### src/rtl/monitor_trace_buffer_pkg.sv
// Shared definitions for the monitor trace buffer.
//   - Default geometry (depth, data width, timestamp width).
//   - Width of the saturating drop counter.
//   - trace_rec_t: field layout of one trace record at the default widths.
//     The RTL packs records flat, as {ts, aktv, out_0, out_1}, in this same
//     order, so that non-default widths work too.
//   - sat_inc: saturating increment for the drop counter.
package monitor_trace_buffer_pkg;

    localparam int DEF_DEPTH  = 8;
    localparam int DEF_DATA_W = 64;
    localparam int DEF_TS_W   = 32;
    localparam int DROP_CNT_W = 16;

    typedef struct packed {
        logic [DEF_TS_W-1:0]          ts;
        logic [1:0]                   aktv;   // {output_1_aktv, output_0_aktv}
        logic signed [DEF_DATA_W-1:0] out_0;
        logic signed [DEF_DATA_W-1:0] out_1;
    } trace_rec_t;

    // Sticks at all ones instead of wrapping back to zero.
    function automatic logic [DROP_CNT_W-1:0] sat_inc(input logic [DROP_CNT_W-1:0] v);
        return (&v) ? v : v + DROP_CNT_W'(1);
    endfunction

endpackage

### src/rtl/monitor_trace_buffer_fifo.sv
// trace_fifo: synchronous FIFO of DEPTH flat records, each W bits wide.
//   clk, rst     : clock; asynchronous active-high reset that empties the FIFO
//                  and zeroes the storage.
//   push_i       : write push_data_i. The write is ignored when the FIFO is
//                  full, unless a pop happens in the same cycle.
//   pop_i        : remove the head record. The pop is ignored when the FIFO
//                  is empty.
//   pop_data_o   : head record, read straight from the storage registers.
//   full_o       : FIFO is full.
//   empty_o      : FIFO is empty.
// A push and a pop may happen in the same cycle, including when the FIFO is
// full.
module trace_fifo #(
    parameter int DEPTH = 8,
    parameter int W     = 8
) (
    input  logic         clk,
    input  logic         rst,
    input  logic         push_i,
    input  logic [W-1:0] push_data_i,
    input  logic         pop_i,
    output logic [W-1:0] pop_data_o,
    output logic         full_o,
    output logic         empty_o
);

    localparam int AW = $clog2(DEPTH);
    localparam logic [AW:0] FULL_CNT = (AW+1)'(DEPTH);

    logic [W-1:0]  mem_q [DEPTH];
    logic [AW-1:0] wr_ptr_q;
    logic [AW-1:0] rd_ptr_q;
    logic [AW:0]   count_q;
    logic          do_push;
    logic          do_pop;

    assign empty_o = (count_q == '0);
    assign full_o  = (count_q == FULL_CNT);
    assign do_pop  = pop_i && !empty_o;
    // When full, a pop in the same cycle frees the slot that wr_ptr points at.
    assign do_push = push_i && (!full_o || do_pop);

    // Storage is reset as well, so the outputs read as zero after reset.
    assign pop_data_o = mem_q[rd_ptr_q];

    // DEPTH is a power of two, so both pointers wrap without extra logic.
    always_ff @(posedge clk or posedge rst) begin
        if (rst) begin
            wr_ptr_q <= '0;
            rd_ptr_q <= '0;
            count_q  <= '0;
            for (int i = 0; i < DEPTH; i++) begin
                mem_q[i] <= '0;
            end
        end else begin
            if (do_push) begin
                mem_q[wr_ptr_q] <= push_data_i;
                wr_ptr_q        <= wr_ptr_q + AW'(1);
            end
            if (do_pop) begin
                rd_ptr_q <= rd_ptr_q + AW'(1);
            end
            case ({do_push, do_pop})
                2'b10:   count_q <= count_q + (AW+1)'(1);
                2'b01:   count_q <= count_q - (AW+1)'(1);
                default: count_q <= count_q;
            endcase
        end
    end

endmodule

### src/rtl/monitor_trace_buffer.sv
// monitor_trace_buffer: captures monitor output samples into a queue of
// timestamped trace records.
//   clk, rst                       : clock; asynchronous active-high reset.
//   en                             : capture enable. The timestamp counter
//                                    only runs while en=1.
//   output_0/1, output_0/1_aktv    : monitor streams (signed) and their valids.
//   rec_valid, rec_ready           : record handshake to the consumer.
//   rec_ts, rec_aktv,
//   rec_out_0, rec_out_1           : fields of the presented record.
//   overflow                       : sticky flag, set when a record is dropped.
//   drop_count                     : saturating count of dropped records.
// Handshake: a record transfers on a rising edge where rec_valid and
// rec_ready are both 1. While rec_valid=1 and rec_ready=0, the rec_* outputs
// hold stable. rec_ready has no effect while rec_valid=0.
module monitor_trace_buffer
    import monitor_trace_buffer_pkg::*;
#(
    parameter int DEPTH  = DEF_DEPTH,
    parameter int DATA_W = DEF_DATA_W,
    parameter int TS_W   = DEF_TS_W
) (
    input  logic                     clk,
    input  logic                     rst,
    input  logic                     en,
    input  logic signed [DATA_W-1:0] output_0,
    input  logic                     output_0_aktv,
    input  logic signed [DATA_W-1:0] output_1,
    input  logic                     output_1_aktv,
    output logic                     rec_valid,
    input  logic                     rec_ready,
    output logic [TS_W-1:0]          rec_ts,
    output logic [1:0]               rec_aktv,
    output logic signed [DATA_W-1:0] rec_out_0,
    output logic signed [DATA_W-1:0] rec_out_1,
    output logic                     overflow,
    output logic [DROP_CNT_W-1:0]    drop_count
);

    localparam int REC_W = TS_W + 2 + 2*DATA_W;

    logic [TS_W-1:0]       ts_q, ts_d;
    logic                  overflow_q, overflow_d;
    logic [DROP_CNT_W-1:0] drop_cnt_q, drop_cnt_d;

    logic              capture;
    logic              xfer;
    logic              fifo_full;
    logic              fifo_empty;
    logic [REC_W-1:0]  push_rec;
    logic [REC_W-1:0]  head_rec;
    logic [DATA_W-1:0] cap_out_0;
    logic [DATA_W-1:0] cap_out_1;

    assign capture = en && (output_0_aktv || output_1_aktv);
    assign xfer    = rec_valid && rec_ready;

    // An inactive stream is stored as zero, not as whatever is on its input.
    assign cap_out_0 = output_0_aktv ? output_0 : '0;
    assign cap_out_1 = output_1_aktv ? output_1 : '0;
    assign push_rec  = {ts_q, output_1_aktv, output_0_aktv, cap_out_0, cap_out_1};

    trace_fifo #(
        .DEPTH (DEPTH),
        .W     (REC_W)
    ) u_fifo (
        .clk         (clk),
        .rst         (rst),
        .push_i      (capture),
        .push_data_i (push_rec),
        .pop_i       (xfer),
        .pop_data_o  (head_rec),
        .full_o      (fifo_full),
        .empty_o     (fifo_empty)
    );

    assign rec_valid = !fifo_empty;
    assign {rec_ts, rec_aktv, rec_out_0, rec_out_1} = head_rec;
    assign overflow   = overflow_q;
    assign drop_count = drop_cnt_q;

    always_comb begin
        ts_d       = ts_q;
        overflow_d = overflow_q;
        drop_cnt_d = drop_cnt_q;
        if (en) begin
            ts_d = ts_q + TS_W'(1);
        end
        // A drop only happens when no transfer frees a slot in the same cycle.
        if (capture && fifo_full && !xfer) begin
            overflow_d = 1'b1;
            drop_cnt_d = sat_inc(drop_cnt_q);
        end
    end

    always_ff @(posedge clk or posedge rst) begin
        if (rst) begin
            ts_q       <= '0;
            overflow_q <= 1'b0;
            drop_cnt_q <= '0;
        end else begin
            ts_q       <= ts_d;
            overflow_q <= overflow_d;
            drop_cnt_q <= drop_cnt_d;
        end
    end

endmodule

### config.mk
export PLATFORM = sky130hd
export DESIGN_NAME = monitor_trace_buffer
export DESIGN_NICKNAME = d
export VERILOG_FILES = /design/src/rtl/monitor_trace_buffer_pkg.sv /design/src/rtl/monitor_trace_buffer_fifo.sv /design/src/rtl/monitor_trace_buffer.sv
export SDC_FILE = /design/constraint.sdc
export NUM_CORES = 2
export LEC_CHECK = 0
export CORE_MARGIN = 2
export CORE_UTILIZATION = 30
export DETAILED_ROUTE_END_ITERATION = 6
export GPL_TIMING_DRIVEN = 0
export SLEW_MARGIN = 10
export SYNTH_ARGS = -nofsm -noshare
export SYNTH_HDL_FRONTEND = slang
export SYNTH_HIERARCHICAL = 1
export SYNTH_SLANG_ARGS = --single-unit
### constraint.sdc
create_clock -name clk -period 62.2 [get_ports clk]
set_input_delay 9.33 -clock clk [delete_from_list [all_inputs] [get_ports clk]]
set_output_delay 9.33 -clock clk [all_outputs]
set_load 0.01 [all_outputs]
==> metrics.log <==
[metrics] Final Net Count: around 4300
[metrics] area of the mapped netlist: 61400 um2
[metrics] synthesized net count: roughly 3900
[metrics] share of total power consumed by net switching: 0.311
[metrics] root buffer selected by CTS: sky130_fd_sc_hd__clkbuf_16
[metrics] most common cell after layout, fill and taps aside: sky130_fd_sc_hd__dfrtp_1
[metrics] initial detailed-routing violation count: 1855
[metrics] global placer's final weighted congestion: 0.722
[metrics] antenna violations before repair: 12
[metrics] Maximum Capacitance Violations: 0
[metrics] Worst Tran Pin Value: 1.21 ns
[metrics] placeable core area: between 200000 and 250000 um2
[metrics] number of global-route vias before repair: 36865
[metrics] overflow left after global routing: 0
[metrics] number of setup buffers added after CTS: 0
[metrics] worst path arrival time: 4.76 ns
[metrics] final total negative setup slack: 0 ns
[metrics] DRT antenna net count: 0
[metrics] critical path peak fanout: 10
[metrics] Register-to-Register Setup Slack: 57.61 ns
[metrics] part of the cycle the worst path needs: 0.227
[metrics] type of the worst min-delay path: reg2reg
[metrics] # hold bufs at CTS: 0
[metrics] Post-Synth Adder-Cell Area: 0.00175
[metrics] Total Power Consumption: between 3 and 4 mW
[metrics] Final Instance Count excl. Fillers: 7025
[metrics] DPL Wire Length: 105000 um
[metrics] maximum number of pins on one net before global-route repair: 118
[metrics] P per Cell Area: 49.8 nW/um2
[metrics] final worst slack: between 40 and 50 ns
[metrics] area delta synth->final: 19.8%
[metrics] number of hold violations in the final report: 0
[metrics] Placement Setup Slack: 48.75 ns
[metrics] Critical path origin: u_fifo/rd_ptr_q[1]$_DFFE_PP0P_
[metrics] tightest slew margin relative to the limit: 0.195
[metrics] initial core utilization: 0.301
[metrics] main area contributors after synthesis: sky130_fd_sc_hd__dfrtp_1 55%, sky130_fd_sc_hd__mux2_2 22%, sky130_fd_sc_hd__mux4_2 12%, sky130_fd_sc_hd__mux2_1 4.4%, sky130_fd_sc_hd__and2_1 1.3%
[metrics] Die Wd: 456 um
[metrics] Core Rows: about 170
[metrics] data required time of the worst path: between 50 and 60 ns
[metrics] leading area contributor after synthesis: sky130_fd_sc_hd__dfrtp_1
[metrics] total routed wirelength: 164000 um
[metrics] cells on worst reg2reg path: 11
[metrics] Static Leakage: 33.3 nW
[metrics] first-pass GRT wire length: 246000 um
[metrics] endpoint of the most critical setup path: rec_out_1[4]
[metrics] commonest register cell after synthesis: sky130_fd_sc_hd__dfrtp_1
[metrics] number of cells upsized or downsized after cts: 0
[metrics] switching power: 1.14 mW
[metrics] number of remaining DRC errors: 0
[metrics] capturing point of the worst reg2reg path: u_fifo/count_q[3]$_DFFE_PP0P_
[metrics] share of layout cells above drive strength 1: 0.461
[metrics] share of synthesized flip-flops with an asynchronous set or reset: 1.00
[metrics] critical path capture point type: output pin
[metrics] Max Root-Sink Buffers: 3
[metrics] post-synth top area share: 0.552
[metrics] vias per std cell: 4.86
[metrics] via count: 34117
[metrics] category of the most critical setup path: reg2out
[metrics] startpoint of the worst register-to-register path: u_fifo/count_q[0]$_DFFE_PP0P_
[metrics] max-slew violation count: 0
[metrics] worst-case clock skew: between 0.03 and 0.04 ns
[metrics] area of the die: 208000 um2
[metrics] fraction of the mapped netlist area in simple logic gates: 0.0240
[metrics] Clk Latency, worst-skew pair: 0.80 ns
[metrics] CTS clk-pin slew, worst paths: 0.06 ns
[metrics] die boundary height: between 400 and 500 um
[metrics] Core Util, Final: 0.361
[metrics] H-Tree Depth: 4
[metrics] largest voltage drop on the vdd net: 0.0295 mV
[metrics] combinational share of power: 0.376
[metrics] Synth warnings: 6
[metrics] sequential share of power: 0.368
[metrics] fill count: roughly 19000
[metrics] library cells used by synthesis: 45
[metrics] wire length per cell after detailed routing: 23.3 um
[metrics] peak clock frequency supported by timing: 71.0 MHz
[metrics] clock tree from TritonCTS: built
[metrics] share of the synthesized area in compound gates (AO/OA/AOI/OAI): 0.00420
[metrics] number of synthesized flops with an enable pin: 0
[metrics] proportion of synthesized area in mux cells: 0.387
[metrics] kind of start point of the critical path: flip-flop
[metrics] xor-xnor portion of the synthesized cell area: 0.00713
[metrics] Mapped Cells: 3719
[metrics] Int Power: 2.53 mW
[metrics] clock net sink count: approximately 1400
[metrics] sequential-to-total area share from yosys stat: 0.552
[metrics] most frequent cells in the layout: 1355 x sky130_fd_sc_hd__dfrtp_1, 1223 x sky130_fd_sc_hd__mux2_2, 324 x sky130_fd_sc_hd__mux4_2, 313 x sky130_fd_sc_hd__clkdlybuf4s50_1, 240 x sky130_fd_sc_hd__mux2_1
[metrics] all-layer global routing usage: 0.157
[metrics] unrepaired setup endpoints after global routing: false
[metrics] total placed cells including tap cells: 6734
[metrics] DR pass1 iterations: 5
[metrics] number of buffers created by CTS: 156
[metrics] buffers added on ports: 313
[metrics] share of power burned in the clock network: 0.256
[metrics] shortest period the worst path allows: around 14 ns
[metrics] count of final setup violators: 0
[metrics] I/O pin cnt: 314
[metrics] main combinational cell family by area after synthesis: multiplexers
[metrics] mean area per synthesized cell: between 15 and 20 um2
[metrics] run status: finished clean
[metrics] Synth Register Bits: 1355
[worst min-delay path by stage]
stage                                              from                            end  cells past startpoint
final                              overflow$_DFFE_PP0P_           overflow$_DFFE_PP0P_                      1
after global routing               overflow$_DFFE_PP0P_           overflow$_DFFE_PP0P_                      1
after CTS                          overflow$_DFFE_PP0P_           overflow$_DFFE_PP0P_                      1
after detailed placement           overflow$_DFFE_PP0P_           overflow$_DFFE_PP0P_                      1
after global placement             overflow$_DFFE_PP0P_           overflow$_DFFE_PP0P_                      1
after floorplan           u_fifo/mem_q[162]$_DFFE_PP0P_  u_fifo/mem_q[162]$_DFFE_PP0P_                      1
[synthesized netlist by cell type, types with 7 or more instances]
cell and number:
sky130_fd_sc_hd__and2_1 130, sky130_fd_sc_hd__and3_1 7, sky130_fd_sc_hd__buf_1 10, sky130_fd_sc_hd__buf_2 99, sky130_fd_sc_hd__buf_4 37, sky130_fd_sc_hd__buf_6 27, sky130_fd_sc_hd__clkbuf_1 75, sky130_fd_sc_hd__dfrtp_1 1355
sky130_fd_sc_hd__ha_1 7, sky130_fd_sc_hd__inv_1 13, sky130_fd_sc_hd__mux2_1 240, sky130_fd_sc_hd__mux2_2 1223, sky130_fd_sc_hd__mux4_2 324, sky130_fd_sc_hd__nand2_1 18, sky130_fd_sc_hd__nand3_1 23, sky130_fd_sc_hd__nand4_1 11
sky130_fd_sc_hd__nor2_1 8, sky130_fd_sc_hd__nor3_1 11, sky130_fd_sc_hd__xnor2_1 30, sky130_fd_sc_hd__xor2_1 20
[layer usage]
metal / vias up / wire length (um) / track usage
met5: - / 24 / 0
met4: 4 / 5240 / 0.0564
met3: 234 / 5670 / 0.0244
met2: 558 / 80700 / 0.262
met1: 18431 / 72100 / 0.207
li1: 14890 / - / -
[layout make-up]
class / instances / area [um2] / area share
diodes: 8 / 20.0 / 0.000272
plain buffers: 248 / 1410 / 0.0191
clock buffers: 234 / 4590 / 0.0624
clock inverters: 49 / 671 / 0.00912
inverters: 13 / 56.3 / 0.000765
multi-input cells: 2103 / 26100 / 0.354
flip-flops and latches: 1355 / 33900 / 0.461
well taps: 2688 / 3360 / 0.0457
repair buffers: 327 / 3500 / 0.0476
[power by group through the flow]
| stage | clock network (mW) | registers, mW | logic (mW) |
|---|---|---|---|
| after floorplan | 0 | 1.32 | 0.914 |
| after global placement | 0 | 1.36 | 1.38 |
| after detailed placement | 0 | 1.36 | 1.40 |
| after CTS | 0.966 | 1.35 | 1.41 |
| after global routing | 1.01 | 1.39 | 1.47 |
| final | 0.939 | 1.35 | 1.38 |
[critical path, cell delays in order, from the launching register on]
cell                              delay (ns)
sky130_fd_sc_hd__dfrtp_1                0.35
sky130_fd_sc_hd__clkbuf_1               0.85
sky130_fd_sc_hd__clkbuf_2               0.68
sky130_fd_sc_hd__clkbuf_1               0.74
sky130_fd_sc_hd__mux4_2                 0.40
sky130_fd_sc_hd__mux2_2                 0.28
sky130_fd_sc_hd__clkdlybuf4s50_1        0.66
[sequential cells by signal, summed over array words and instances, names as in the netlist]
register and count:
u_fifo/rd_ptr_q 3, ts_q 32, u_fifo/mem_q 1296, u_fifo/wr_ptr_q 3
overflow 1, u_fifo/count_q 4, drop_count 16
[logic make-up after synthesis]
logic type	after synthesis
xor+xnor	50
flops	1355
buf+inv	261
mux	1788
simple gates	237
compound gates	20
fa+ha+maj	8
[metrics by stage]
stage               hold slack, ns  cell area (um2)
floorplan                    0.459            61400
detailed placement           0.453            68300
CTS                          0.470            73600
global placement             0.454            67900
finish                       0.463            73600
global route                 0.486            73600
No activity file was read; power rests on OpenSTA's default activity.
